[src/rtl/lora_frame_rx.sv]
// rtl/lora_frame_rx.sv - tagged LoRa telemetry frame receiver with double-banked field RAM
module lora_frame_rx #(
    parameter int NUM_FIELDS    = 5,
    parameter int MAX_FIELD_LEN = 15,
    parameter int LEN_W         = 4,
    parameter int ADDR_W        = 6,
    parameter int TIMEOUT_CYC   = 1000000
) (
    input  logic                        clk,
    input  logic                        rst_n,
    input  logic                        rx_valid,
    input  logic [7:0]                  rx_data,
    output logic [ADDR_W:0]             ram_addr,
    output logic [7:0]                  ram_data,
    output logic                        ram_we,
    output logic                        rd_bank,
    output logic                        frame_valid,
    output logic [NUM_FIELDS*LEN_W-1:0] field_len,
    output logic                        frame_done_tick,
    output logic                        frame_err_tick,
    output logic                        ack_tick
);

    localparam int FIDX_W = $clog2(NUM_FIELDS + 1);
    localparam int TMO_W  = $clog2(TIMEOUT_CYC + 1);
    localparam logic [7:0] TAG_A = 8'h41;
    localparam logic [7:0] TAG_V = 8'h56;

    typedef enum logic {S_IDLE, S_FIELD} state_t;

    state_t                      state_q, state_d;
    logic [FIDX_W-1:0]           fidx_q, fidx_d;
    logic [LEN_W-1:0]            flen_q, flen_d;
    logic [ADDR_W:0]             bidx_q, bidx_d;
    logic [TMO_W-1:0]            tmo_q, tmo_d;
    logic [LEN_W-1:0]            shadow_q [NUM_FIELDS];
    logic [LEN_W-1:0]            shadow_d [NUM_FIELDS];
    logic [ADDR_W:0]             ram_addr_q, ram_addr_d;
    logic [7:0]                  ram_data_q, ram_data_d;
    logic                        ram_we_q, ram_we_d;
    logic                        rd_bank_q, rd_bank_d;
    logic                        frame_valid_q, frame_valid_d;
    logic [NUM_FIELDS*LEN_W-1:0] field_len_q, field_len_d;
    logic                        done_q, done_d;
    logic                        err_q, err_d;
    logic                        ack_q, ack_d;
    logic [7:0]                  exp_tag;

    assign exp_tag = TAG_A + 8'(fidx_q) + 8'd1;

    always_comb begin
        state_d       = state_q;
        fidx_d        = fidx_q;
        flen_d        = flen_q;
        bidx_d        = bidx_q;
        tmo_d         = tmo_q;
        shadow_d      = shadow_q;
        ram_addr_d    = ram_addr_q;
        ram_data_d    = ram_data_q;
        ram_we_d      = 1'b0;
        rd_bank_d     = rd_bank_q;
        frame_valid_d = frame_valid_q;
        field_len_d   = field_len_q;
        done_d        = 1'b0;
        err_d         = 1'b0;
        ack_d         = 1'b0;

        case (state_q)
            S_IDLE: begin
                tmo_d = '0;
                if (rx_valid) begin
                    if (rx_data == TAG_A) begin
                        ack_d   = 1'b1;
                        fidx_d  = '0;
                        flen_d  = '0;
                        bidx_d  = '0;
                        state_d = S_FIELD;
                    end else if (rx_data == TAG_V) begin
                        frame_valid_d = 1'b0;
                    end else begin
                        ack_d = 1'b1;
                    end
                end
            end
            S_FIELD: begin
                if (rx_valid) begin
                    tmo_d = '0;
                    if (rx_data == TAG_A) begin
                        err_d  = 1'b1;
                        ack_d  = 1'b1;
                        fidx_d = '0;
                        flen_d = '0;
                        bidx_d = '0;
                    end else if (rx_data == exp_tag) begin
                        if (flen_q == '0) begin
                            err_d   = 1'b1;
                            state_d = S_IDLE;
                        end else begin
                            for (int k = 0; k < NUM_FIELDS; k++) begin
                                if (fidx_q == FIDX_W'(k)) shadow_d[k] = flen_q;
                            end
                            if (fidx_q == FIDX_W'(NUM_FIELDS - 1)) begin
                                // Publish: bank swap and lengths move together on one edge.
                                rd_bank_d     = ~rd_bank_q;
                                frame_valid_d = 1'b1;
                                done_d        = 1'b1;
                                state_d       = S_IDLE;
                                for (int k = 0; k < NUM_FIELDS; k++) begin
                                    field_len_d[k*LEN_W +: LEN_W] = shadow_d[k];
                                end
                            end else begin
                                fidx_d = fidx_q + FIDX_W'(1);
                                flen_d = '0;
                            end
                        end
                    end else if (flen_q == LEN_W'(MAX_FIELD_LEN) || bidx_q[ADDR_W]) begin
                        err_d   = 1'b1;
                        state_d = S_IDLE;
                    end else begin
                        ram_addr_d = {~rd_bank_q, bidx_q[ADDR_W-1:0]};
                        ram_data_d = rx_data;
                        ram_we_d   = 1'b1;
                        bidx_d     = bidx_q + (ADDR_W+1)'(1);
                        flen_d     = flen_q + LEN_W'(1);
                    end
                end else if (tmo_q == TMO_W'(TIMEOUT_CYC - 1)) begin
                    // Count would reach TIMEOUT_CYC on this silent cycle.
                    err_d   = 1'b1;
                    tmo_d   = '0;
                    state_d = S_IDLE;
                end else begin
                    tmo_d = tmo_q + TMO_W'(1);
                end
            end
            default: state_d = S_IDLE;
        endcase
    end

    always_ff @(posedge clk) begin
        if (!rst_n) begin
            state_q       <= S_IDLE;
            fidx_q        <= '0;
            flen_q        <= '0;
            bidx_q        <= '0;
            tmo_q         <= '0;
            shadow_q      <= '{default: '0};
            ram_addr_q    <= '0;
            ram_data_q    <= '0;
            ram_we_q      <= 1'b0;
            rd_bank_q     <= 1'b0;
            frame_valid_q <= 1'b0;
            field_len_q   <= '0;
            done_q        <= 1'b0;
            err_q         <= 1'b0;
            ack_q         <= 1'b0;
        end else begin
            state_q       <= state_d;
            fidx_q        <= fidx_d;
            flen_q        <= flen_d;
            bidx_q        <= bidx_d;
            tmo_q         <= tmo_d;
            shadow_q      <= shadow_d;
            ram_addr_q    <= ram_addr_d;
            ram_data_q    <= ram_data_d;
            ram_we_q      <= ram_we_d;
            rd_bank_q     <= rd_bank_d;
            frame_valid_q <= frame_valid_d;
            field_len_q   <= field_len_d;
            done_q        <= done_d;
            err_q         <= err_d;
            ack_q         <= ack_d;
        end
    end

    assign ram_addr        = ram_addr_q;
    assign ram_data        = ram_data_q;
    assign ram_we          = ram_we_q;
    assign rd_bank         = rd_bank_q;
    assign frame_valid     = frame_valid_q;
    assign field_len       = field_len_q;
    assign frame_done_tick = done_q;
    assign frame_err_tick  = err_q;
    assign ack_tick        = ack_q;

endmodule

[config.mk]
export PLATFORM = sky130hd
export DESIGN_NAME = lora_frame_rx
export DESIGN_NICKNAME = d
export VERILOG_FILES = /design/src/rtl/lora_frame_rx.sv
export SDC_FILE = /design/constraint.sdc
export NUM_CORES = 1
export LEC_CHECK = 0
export ABC_AREA = 1
export CORE_MARGIN = 1.5
export CORE_UTILIZATION = 45
export DETAILED_ROUTE_END_ITERATION = 12
export PLACE_DENSITY = 0.67
export SLEW_MARGIN = 20
export SYNTH_ARGS = -nofsm -noshare
export SYNTH_HDL_FRONTEND = slang
export SYNTH_SLANG_ARGS = --single-unit
[constraint.sdc]
create_clock -name clk -period 2.2 [get_ports clk]
set_input_delay 0.44 -clock clk [delete_from_list [all_inputs] [get_ports clk]]
set_output_delay 0.44 -clock clk [all_outputs]
set_load 0.1 [all_outputs]
; ---- After elaboration in Yosys (flattened, before gate mapping)
; Cells that the tools add are included.
[classes]
n_addsub = 6
eq_ne = 26
mux = 62
n_bitwise = 8
n_reduce_logical = 13
[op_table]
columns = cell, count
row1 = $mux W4, 13
row2 = $mux W7, 6
row3 = $mux W20, 2
row4 = $pmux W20 S2, 1
row5 = $mux W1, 27
row6 = $mux W3, 7
row7 = $add A20 B1 Y20 const B, 1
row8 = $eq A20 B20 Y1 const B, 1
row9 = $reduce_and A6 Y1, 3
row10 = $eq A8 B7 Y1 const B, 2
row11 = $reduce_and A5 Y1, 3
row12 = $ne A2 B2 Y1 const B, 7
row13 = $pmux W7 S2, 1
row14 = $ne A3 B3 Y1 const B, 4
row15 = $ne A4 B4 Y1 const B, 3
row16 = $add A7 B3 Y8 const A, 1
row17 = $add A8 B1 Y8 const B, 1
row18 = $eq A8 B8 Y1, 1
row19 = $not A1 Y1, 8
row20 = $pmux W4 S2, 1
row21 = $reduce_and A8 Y1, 1
row22 = $add A7 B1 Y7 const B, 1
row23 = $eq A3 B2 Y1 const B, 2
row24 = $pmux W1 S2, 3
row25 = other kinds (14), 15
[totals]
ff_bits = 96
output_inout_bits = 41
word_cells = 134

; ---- Logic depth before layout (Yosys ltp)
; Gate-level depths: netlist of run 1.
[logic_depth]
ltp_word = 7
ltp_mapped = 12
mapped_depth_nobuf = 11

; ---- Worst setup path after synthesis of run 1
; OpenSTA, ideal clock, no wires.
[synth_path]
kind = flip-flop to flip-flop
startpoint = register fidx_q[1]
endpoint = register ram_addr_q[0] (netlist: ram_addr[0])
setup_time_ns = 0.132
arrival_time_ns = 1.599
t_required_ns = 2.068
path_slack_ns = 0.469
path_stages_with_launch = 12
period_less_slack_ns = 1.731
cell_sequence = dfxtp_1 ha_1 inv_1 nand2_1 nand2_1 nor2_4 nand3_2 nand3_1 inv_1 buf_4 nand3_1 a21oi_1
[synth_via]
elab_chain_len = 5
[synth_lines]
columns = item, line
row1 = from (decl), 32  ; logic [FIDX_W-1:0] fidx_q, fidx_d;
row2 = from (signal assigned), 158  ; fidx_q <= fidx_d;
row3 = $add A7 B3 Y8, 49  ; assign exp_tag = TAG_A + 8'(fidx_q) + 8'd1;
row4 = $add A8 B1 Y8, 49
row5 = $eq A8 B8 Y1, 94  ; end else if (rx_data == exp_tag) begin
row6 = $not A1 Y1 (no line), n/a
row7 = $reduce_and A5 Y1 (no line), n/a
row8 = to (signal assigned), 163  ; ram_addr_q <= ram_addr_d;
row9 = to (decl), 38  ; logic [ADDR_W:0] ram_addr_q, ram_addr_d;
; Every way passes these cells.
; A chain may end at the register's enable or synchronous reset.

; ---- Worst setup path in the final report of run 1
[layout_path]
startpoint = register fidx_q[1]
endpoint = register ram_data_q[4] (netlist: ram_data[4])
[layout_via]
elab_chain_len = 5
[layout_lines]
columns = item, line
row1 = $add A7 B3 Y8, 49
row2 = $add A8 B1 Y8, 49
row3 = $eq A8 B8 Y1, 94
row4 = $not A1 Y1 (no line), n/a
row5 = $reduce_and A5 Y1 (no line), n/a
row6 = to (signal assigned), 164  ; ram_data_q <= ram_data_d;
row7 = to (decl), 39  ; logic [7:0] ram_data_q, ram_data_d;
; Every way passes these cells.

==> summary.txt, run 1 <==
Route
  – Vias: 3999
  – Remaining antenna violation count after routing: 0
  – Drt via density: about 5.0
  – DR WL/cell: 12.7 um
  – DRT iter0 DRCs: about 210
  – Residual DRC: 0
  – DRT Pass-1 Iters: 5
  – Routed WL: 10200 um

Pwr
  – Peak supply drop: 0.000423 V
  – Pwr Density: 584 nW/um^2
  – Static leakage: 2.22 nW

STA
  – Least-Margin Pin Slew: 0.448 ns
  – Final period util: 89.3%
  – WHS: 0.456 ns
  – Slew HR: between 70% and 80%
  – Max-slew violations: 0
  – Final setup fails: 0
  – Final setup margin: 0.236 ns
  – Fmax: slightly above 500 MHz
  – Clock Skew: 0.0127 ns
  – Fin crit period: about 2.0 ns
  – RSZ-0062 raised after global routing: false
  – Setup TNS: 0 ns
  – Fin. Hold Viols: 0

Die
  – Cell row count: 35
  – Die area: 10100 um^2
  – Ports: 52
  – Die Wd: 101 um
  – Die Y-Extent: 101 um
  – Core area: 9240 um^2
  – Starting Density: 46.4%

Synthesis
  – Yosys warns: 0
  – Main combinational cell family by area after synthesis: simple AND/OR/NAND/NOR gates
  – Synth Area in Adders: 2.92%
  – Synth Area in Compound Gates: 8.03%
  – Post-Synth XOR/XNOR Area: 3.27%
  – Post-synthesis mux area share: 0%
  – Yosys reg bits: a little over 90
  – Syn Std Cell Area: 4280 um^2
  – Cells after Synth: 604
  – Syn_area_per_cell: 7.09 um^2
  – Synth unique cells: 31
  – Seq/Total Area, Yosys: 43.0%
  – Simple logic cell fraction of the synthesized area: 35.7%
  – Syn Nets: 625

Cells and area
  – Layout cells sized above 1: 14.6%
  – Area grow syn2layout: 20.3%
  – Net count, final: between 600 and 700
  – Inserted Diodes: 0
  – Final design utilization: 55.7%
  – Final instance area: 5150 um^2

Critical path
  – CP peak stage delay: 0.45 ns
  – Kind of critical path: reg -> reg
  – CP arrival: 2.27 ns
  – Critical-path cell list: ha_1 -> inv_1 -> nand2_1 -> nand2_1 -> nor2_4 -> nand3_2 -> nand3_1 -> inv_1 -> nand3_1 -> a21oi_1
  – CP Launch Type: flop
  – Crit path capture type: flop
  – Slowest CP cell: dfxtp_1
  – Crit-path max FO: 15
  – WP data required: roughly 2.5 ns

Placement
  – IO Port Bufs: 51
  – DPL Wire Length: 7330 um
  – Post-DP Area: 4930 um^2
  – GP Congestion: 0.866
  – Pre-CTS setup slack: -0.0776 ns

Clocking
  – CTS tree: yes
  – H-tree Lvls: 3
  – Worst-path clk slew: 0.09 ns
  – Total CTS buffers: 9
  – Setup Buffers After CTS: 0
  – CTS Root Cell: clkbuf_8
  – Clk_lat worst skew: 0.37 ns
  – Number of gates resized after CTS: 0
  – Clock Sinks: 92
  – Hold_buf cts: 0
  – Max Root-Sink Buffers: 2

Global route
  – Number of global-route vias before repair: around 3800
  – First-pass GRT wire length: about 17000 um
  – GR Overflow Total: 0
  – Largest net degree at the start of global routing: 46
  – Initial antenna violation count: 0
  – GRT Resource Usage Total: 21.2%

Worst hold path
  – Hold Crit Class: reg -> reg

Status
  – Status: finished clean

Job
  – Total of max-cap violations: 0
-- per-layer routing --
layer	global-route usage, %	part of all wire [%]	up-vias
met5	0	0	-
met4	7.26	1.2	0
met3	4.23	3.9	10
met2	36.5	50	73
met1	26.5	45	1849
li1	-	-	2067
-- synth_stat cells (all sizes together) --
master	n	area share, %
o21ai	32	3.7
a22oi	1	0.18
nand4	16	2.3
clkbuf	6	0.53
xnor2	7	1.4
nand2	159	14
inv	53	4.6
nand3b	3	0.53
ha	10	2.9
nor3	8	0.93
xor2	9	1.8
nor4	6	0.88
nand3	57	7.2
a31oi	1	0.15
nor2	93	9.4
a21oi	34	4.0
buf	15	1.9
or2	2	0.29
dfxtp	92	43
-- worst max-delay path: cells and delay by family (launching register included) --
kind                       cells  cell delay, ns
buffers and inverters          2            0.46
AOI/OAI and AO/OA              1            0.14
DFF                            1            0.45
and+or+nand+nor                6            0.57
adders and majority gates      1            0.28
-- path summary, 6_finish.rpt --
check | start | end | slack (ns) | cells after the start
max | fidx_q[1] | ram_data[4] | 0.24 | 10
min | tmo_q[0] | tmo_q[0] | 0.46 | 1
max reg2reg | fidx_q[1] | ram_data[4] | 0.24 | 10
min reg2reg | tmo_q[0] | tmo_q[0] | 0.46 | 1
-- power breakdown --
part	total, W	switching (W)	leakage [nW]	internal [W]
logic	0.000107	0.0000664	1.37	0.0000408
registers	0.00167	0.00000103	0.741	0.00167
clock network	0.00124	0.000611	0.109	0.000625
-- stage by stage --
step	total power, W	instances
after floorplan	0.00177	604
after global placement	0.00181	784
after detailed placement	0.00181	784
after CTS	0.00305	800
after global routing	0.00312	800
final	0.00301	800
-- state kept, by name, summed over array words and instances (netlist names) --
signal / flops
flen_q: 4
ram_data: 8
tmo_q: 20
ack_tick: 1
frame_done_tick: 1
state_q: 1
fidx_q: 3
ram_addr: 7
bidx_q: 7
ram_we: 1
frame_err_tick: 1
frame_valid: 1
field_len: 20
rd_bank: 1
shadow_q: 16
-- layout by cell type (no fill, tap or decap) --
cell type        instances
a21oi_1                 34
a22oi_1                  1
a31oi_1                  1
buf_12                   2
buf_4                   60
bufinv_16                1
clkbuf_8                12
clkdlybuf4s50_1         10
clkinv_4                 1
clkinvlp_4               1
dfxtp_1                 92
ha_1                    10
inv_1                   46
inv_2                    7
inv_6                    1
nand2_1                157
nand2_2                  1
nand2_4                  1
nand3_1                 54
nand3_2                  2
nand3_4                  1
nand3b_1                 3
nand4_1                 16
nor2_1                  87
nor2_2                   2
nor2_4                   2
nor2_8                   2
nor3_1                   8
nor4_1                   6
o21ai_0                 25
o21ai_1                  7
or2_2                    2
xnor2_1                  7
xor2_1                   9
-- cell type report --
type                       count  area (um^2)
timing repair buffer          72          591
sequential                    92         1840
multi-input combinational    438         2140
clock inverter                 4         55.1
tap                          129          161
fill                         918         4090
inverter                      53          199
clock buffer                  12          165
-- cells by family (layout without fill, tap and decap cells) --
group	after synthesis	count (layout)
xor gates and xnor gates	16	16
buffers and inverters	74	141
AOI/OAI and AO/OA	68	68
and+or+nand+nor	344	344
DFF	92	92
adders and majority gates	10	10
Note: power is estimated with default switching activity, not from simulation.
==> run 2, diff against run 1 <==
Settings changed: DONT_BUFFER_PORTS set to 1, PLACE_DENSITY 0.67 to 0.6.
==> summary.txt, run 2 (synthesis results as in run 1) <==
Die
  – Ports: 52 (unchanged)
  – Die Wd: 101 um (unchanged)
  – Cell row count: 35 (unchanged)
  – Core area: 9240 um^2 (unchanged)
  – Starting Density: 46.4% (unchanged)
  – Die Y-Extent: 101 um (unchanged)
  – Die area: 10100 um^2 (unchanged)

Cells and area
  – Net count, final: 667 (-2.9%)
  – Commonest non-fill, non-tap cell in the layout: nand2_1
  – Fillers: 911 (-0.76%)
  – Most frequent cells in the layout: nand2_1, dfxtp_1, nor2_1
  – Inserted Diodes: 0 (unchanged)
  – Final instance area: 4940 um^2 (-4.1%)
  – Area grow syn2layout: 15.3%
  – Final design utilization: 53.4% (-2.3 points)
  – Layout cells sized above 1: 13.5% (-1.1 points)

Global route
  – GRT Resource Usage Total: 20.3% (-0.95 points)
  – Largest net degree at the start of global routing: 51 (+11%)
  – Initial antenna violation count: 0 (unchanged)
  – Number of global-route vias before repair: 3642 (-3.4%)
  – First-pass GRT wire length: 16600 um (-2.8%)
  – GR Overflow Total: 0 (unchanged)

Placement
  – DPL Wire Length: 7020 um (-4.2%)
  – Pre-CTS setup slack: 0.297 ns (+0.374 ns)
  – Post-DP Area: 4730 um^2 (-4.1%)
  – GP Congestion: 0.786 (-9.2%)
  – IO Port Bufs: 0 (-100%)

Critical path
  – Setup slack, reg-to-reg: 0.29 ns (+0.05 ns)
  – WP data required: 2.49 ns (-0.02 ns)
  – Reg2reg start: fidx_q[1]
  – Crit path capture type: flop
  – Kind of critical path: reg -> reg
  – Reg2Reg Depth: 10 (unchanged)
  – CP Launch Type: flop
  – Crit-path max FO: 15 (unchanged)
  – R2R Path End: ram_addr[5]
  – CP arrival: 2.20 ns (-0.07 ns)

Route
  – DR WL/cell: 12.5 um (-1.9%)
  – Vias: 3882 (-2.9%)
  – Drt via density: 4.98 (-0.44%)
  – DRT Pass-1 Iters: 6 (+1)
  – Remaining antenna violation count after routing: 0 (unchanged)
  – Routed WL: 9740 um (-4.3%)
  – Residual DRC: 0 (unchanged)
  – DRT iter0 DRCs: 154 (-27%)

Status
  – Status: finished clean

STA
  – Max-slew violations: 0 (unchanged)
  – Fin crit period: 1.91 ns (-0.0528 ns)
  – Fin. Hold Viols: 0 (unchanged)
  – RSZ-0062 raised after global routing: false
  – Fmax: 523 MHz (+2.8%)
  – Slew HR: 69.2% (-0.92 points)
  – WHS: 0.210 ns (-0.246 ns)
  – Final setup fails: 0 (unchanged)
  – Setup TNS: 0 ns (unchanged)
  – Final setup margin: 0.289 ns (+0.0528 ns)
  – Least-Margin Pin Slew: 0.462 ns (+0.0138 ns)
  – Final period util: 86.9% (-2.4 points)
  – Clock Skew: 0.00864 ns (-0.00403 ns)

Clocking
  – Number of gates resized after CTS: 0 (unchanged)
  – Setup Buffers After CTS: 0 (unchanged)
  – Total CTS buffers: 9 (unchanged)
  – CTS Root Cell: clkbuf_8
  – Clock Sinks: 92 (unchanged)
  – H-tree Lvls: 3 (unchanged)
  – CTS tree: yes
  – Worst-path clk slew: 0.10 ns (about the same)
  – Max Root-Sink Buffers: 2 (unchanged)
  – Clk_lat worst skew: 0.36 ns (about the same)
  – Hold_buf cts: 0 (unchanged)

Job
  – Total of max-cap violations: 0 (unchanged)

Worst hold path
  – Hold EP: state_q
  – Hold Crit Class: in -> reg
  – Hold_sp: rst_n
  – Hold Path Depth: 2 (+1)

Pwr
  – Peak supply drop: 0.000379 V (-10%)
  – Pwr Density: 592 nW/um^2 (+1.3%)
  – Static leakage: 2.11 nW (-4.7%)
-- run 2: cell types whose count changed in the layout (fill, tap and decap cells not counted) --
cell,change
buf_4,-8
buf_12,-2
clkdlybuf4s50_1,-10
clkinv_4,+1
inv_6,+1
inv_8,+1
clkbuf_8,-3
-- run 2: layout make-up --
| class | count | area, um^2 | area share (%) |
|---|---|---|---|
| Clock buffer | 9 | 124 | 2.51 |
| Clock inverter | 7 | 83.8 | 1.70 |
| Inverter | 53 | 199 | 4.03 |
| Multi-Input combinational cell | 438 | 2140 | 43.3 |
| Sequential cell | 92 | 1840 | 37.3 |
| Tap cell | 129 | 161 | 3.27 |
| Timing Repair Buffer | 52 | 390 | 7.90 |
-- run 2: metal layers --
layer  part of all wire [%]  wire length (um)  vias to the layer above  GRT usage, %
li1                       -                 -                     2030             -
met1                     49              4810                     1762          28.1
met2                     44              4290                       81          32.1
met3                    5.5               534                        9          4.92
met4                   0.98                95                        0          4.55
met5                      0                 0                        -             0
-- run 2: worst max path at each step --
| stage | start | end | slack [ns] |
|---|---|---|---|
| after global routing | fidx_q[1] | ram_addr[5] | 0.05 |
| after detailed placement | fidx_q[1] | ram_addr[1] | 0.30 |
| final | fidx_q[1] | ram_addr[5] | 0.29 |
| after global placement | flen_q[1] | field_len[12] | 0.33 |
| after CTS | fidx_q[1] | ram_addr[1] | 0.26 |
| after floorplan | fidx_q[1] | ram_addr[0] | 0.47 |
-- run 2: report_power, final --
part	switching, W	leakage, nW	internal, W	total (W)
logic	0.0000422	1.27	0.0000177	0.0000600
registers	0.000000950	0.741	0.00167	0.00167
clock network	0.000650	0.102	0.000546	0.00120
total	0.000693	2.11	0.00223	0.00292
-- run 2: critical path, cell delays in order, from the launching register on --
cell and delay, ns:
dfxtp_1 0.41, ha_1 0.27, inv_1 0.06, nand2_1 0.04, nand2_1 0.09, nor2_4 0.06
nand3_2 0.08, nand3_1 0.15, inv_1 0.40, nand3_1 0.13, a21oi_1 0.15
-- run 2: per-stage QoR --
stage | cells | total power, W
2_1_floorplan | 604 | 0.00177
3_3_place_gp | 764 | 0.00176
3_5_place_dp | 764 | 0.00177
4_1_cts | 780 | 0.00296
5_1_grt | 780 | 0.00303
6_report | 780 | 0.00292
==> run 3, diff against run 2 <==
Settings changed: CAP_MARGIN set to 20, CORE_MARGIN 1.5 to 3.
==> summary.txt, run 3 (synthesis results as in run 1) <==
Route
  – Residual DRC: 0 (unchanged)
  – Drt via density: 4.99 (+0.23%)
  – DRT Pass-1 Iters: 4 (-2)
  – DRT iter0 DRCs: 167 (+8.4%)
  – Remaining antenna violation count after routing: 0 (unchanged)
  – Routed WL: 9910 um (+1.8%)
  – DR WL/cell: 12.8 um (+2.2%)
  – Vias: 3876 (-0.15%)

Clocking
  – Worst-path clk slew: 0.09 ns (about the same)
  – Clock Sinks: 92 (unchanged)
  – CTS Root Cell: clkbuf_8
  – H-tree Lvls: 3 (unchanged)
  – Clk_lat worst skew: 0.36 ns (about the same)
  – Total CTS buffers: 9 (unchanged)
  – Max Root-Sink Buffers: 2 (unchanged)
  – CTS tree: yes

Cells and area
  – Layout cells sized above 1: 13.5% (unchanged)
  – Most frequent cells in the layout: nand2_1, dfxtp_1, nor2_1
  – Net count, final: 669 (+0.30%)
  – Inserted Diodes: 0 (unchanged)
  – Commonest non-fill, non-tap cell in the layout: nand2_1
  – Fillers: 911 (unchanged)
  – Final instance area: 4970 um^2 (+0.68%)
  – Non-Filler Instances: 777 (-0.38%)
  – Area grow syn2layout: 16.1%

Die
  – Die Y-Extent: 104 um (+3.0%)
  – Core area: 8980 um^2 (-2.9%)
  – Ports: 52 (unchanged)
  – Cell row count: 34 (-2.9%)
  – Die Wd: 104 um (+3.0%)
  – Die area: 10700 um^2 (+6.1%)
  – Starting Density: 47.7% (+1.4 points)

STA
  – Max-slew violations: 0 (unchanged)
  – Final setup fails: 0 (unchanged)
  – Fin crit period: 2.00 ns (+0.0845 ns)
  – RSZ-0062 raised after global routing: false
  – Fin. Hold Viols: 0 (unchanged)
  – Slew HR: 71.7% (+2.5 points)
  – Clock Skew: 0.0121 ns (+0.00346 ns)
  – Final period util: 90.7% (+3.8 points)
  – Setup TNS: 0 ns (unchanged)
  – Least-Margin Pin Slew: 0.424 ns (-0.0381 ns)
  – Fmax: 501 MHz (-4.2%)

Critical path
  – CP arrival: 2.24 ns (+0.04 ns)
  – Reg2reg start: fidx_q[1]
  – Setup slack, reg-to-reg: 0.20 ns (-0.08 ns)
  – Crit-path max FO: 8 (-7)
  – Kind of critical path: reg -> reg
  – R2R Path End: bidx_q[1]
  – WP data required: 2.44 ns (-0.05 ns)
  – Crit. Startpoint: fidx_q[1]
  – CP Launch Type: flop
  – Crit path capture type: flop
  – Reg2Reg Depth: 10 (unchanged)
  – Critical path destination: bidx_q[1]

Placement
  – Placed cell count: 762 (-0.26%)
  – Post-DP Area: 4730 um^2 (about the same)
  – IO Port Bufs: 0 (unchanged)
  – DPL Wire Length: 7050 um (+0.45%)
  – GP Congestion: 0.886 (+13%)

Worst hold path
  – Hold Crit Class: in -> reg
  – Hold_sp: rst_n

Pwr
  – Pwr Density: 614 nW/um^2 (+3.8%)
  – Peak supply drop: 0.000341 V (-9.9%)
  – PnR Total Power: 0.00305 W (+4.5%)
  – Static leakage: 2.12 nW (+0.47%)

Global route
  – First-pass GRT wire length: 17100 um (+3.1%)
  – GRT Resource Usage Total: 19.0% (-1.2 points)
  – GR Overflow Total: 0 (unchanged)
  – Initial antenna violation count: 0 (unchanged)
  – Number of global-route vias before repair: 3642 (unchanged)
  – Largest net degree at the start of global routing: 51 (unchanged)

Job
  – Total of max-cap violations: 0 (unchanged)

Status
  – Status: finished clean
run 3: changes by cell type in the layout (fill, tap and decap cells not counted):
cell	previous run	this run
buf_4	52	54
clkinv_4	2	0
bufinv_16	1	3
inv_8	1	0
inv_1	46	45
inv_6	2	1
clkbuf_1	0	1
run 3: layout make-up:
type                       count  area, um^2  share of cell area [%]
sequential                    92        1840                    37.0
timing repair buffer          54         405                    8.15
tap                          126         158                    3.17
multi-input combinational    438        2140                    43.0
inverter                      53         203                    4.08
clock buffer                  10         128                    2.57
clock inverter                 4        98.8                    1.99
run 3: through the flow:
| step | hold slack (ns) | util, % | setup slack [ns] |
|---|---|---|---|
| global route | 0.202 | 55.4 | 0.00735 |
| floorplan | 0.418 | - | 0.469 |
| CTS | 0.190 | 55.3 | 0.197 |
| finish | 0.213 | 55.4 | 0.205 |
| global placement | 0.434 | 52.7 | 0.327 |
| detailed placement | 0.441 | 52.7 | 0.234 |
run 3: repair_timing:
action                                  CTS  global route
resized for setup                         0             1
buffers inserted                          0             1
hold buffers                              0             0
endpoints found under the setup margin    0             9
run 3: layer usage:
metal / track usage [%] / vias to the layer above / part of all wire (%)
met3: 3.86 / 10 / 5.0
met4: 6.08 / 0 / 1.2
met5: 0 / - / 0
met1: 24.9 / 1762 / 46
li1: - / 2029 / -
met2: 31.7 / 75 / 48
run 3: how the worst min path moves through the flow:
stage                     end  cells past startpoint  slack [ns]
floorplan            tmo_q[0]                      1        0.42
global placement     tmo_q[0]                      1        0.43
CTS                   state_q                      2        0.19
detailed placement   tmo_q[0]                      1        0.44
global route        flen_q[3]                      2        0.20
finish                state_q                      2        0.21
run 3: where the power goes:
group          leakage (nW)  internal, W  switching, W
Clock                 0.113     0.000748      0.000580
Combinational          1.27    0.0000180     0.0000426
Sequential            0.741      0.00166   0.000000896
Total                  2.12      0.00243      0.000623
run 3: worst max-delay path, stage by stage (launching register included):
cell	delay [ns]
dfxtp_1	0.36
ha_1	0.31
inv_1	0.04
nand2_1	0.05
nand2_1	0.08
nor2_4	0.17
nand3_2	0.09
nand3_1	0.27
nand2_1	0.25
o21ai_0	0.20
nor2_1	0.05
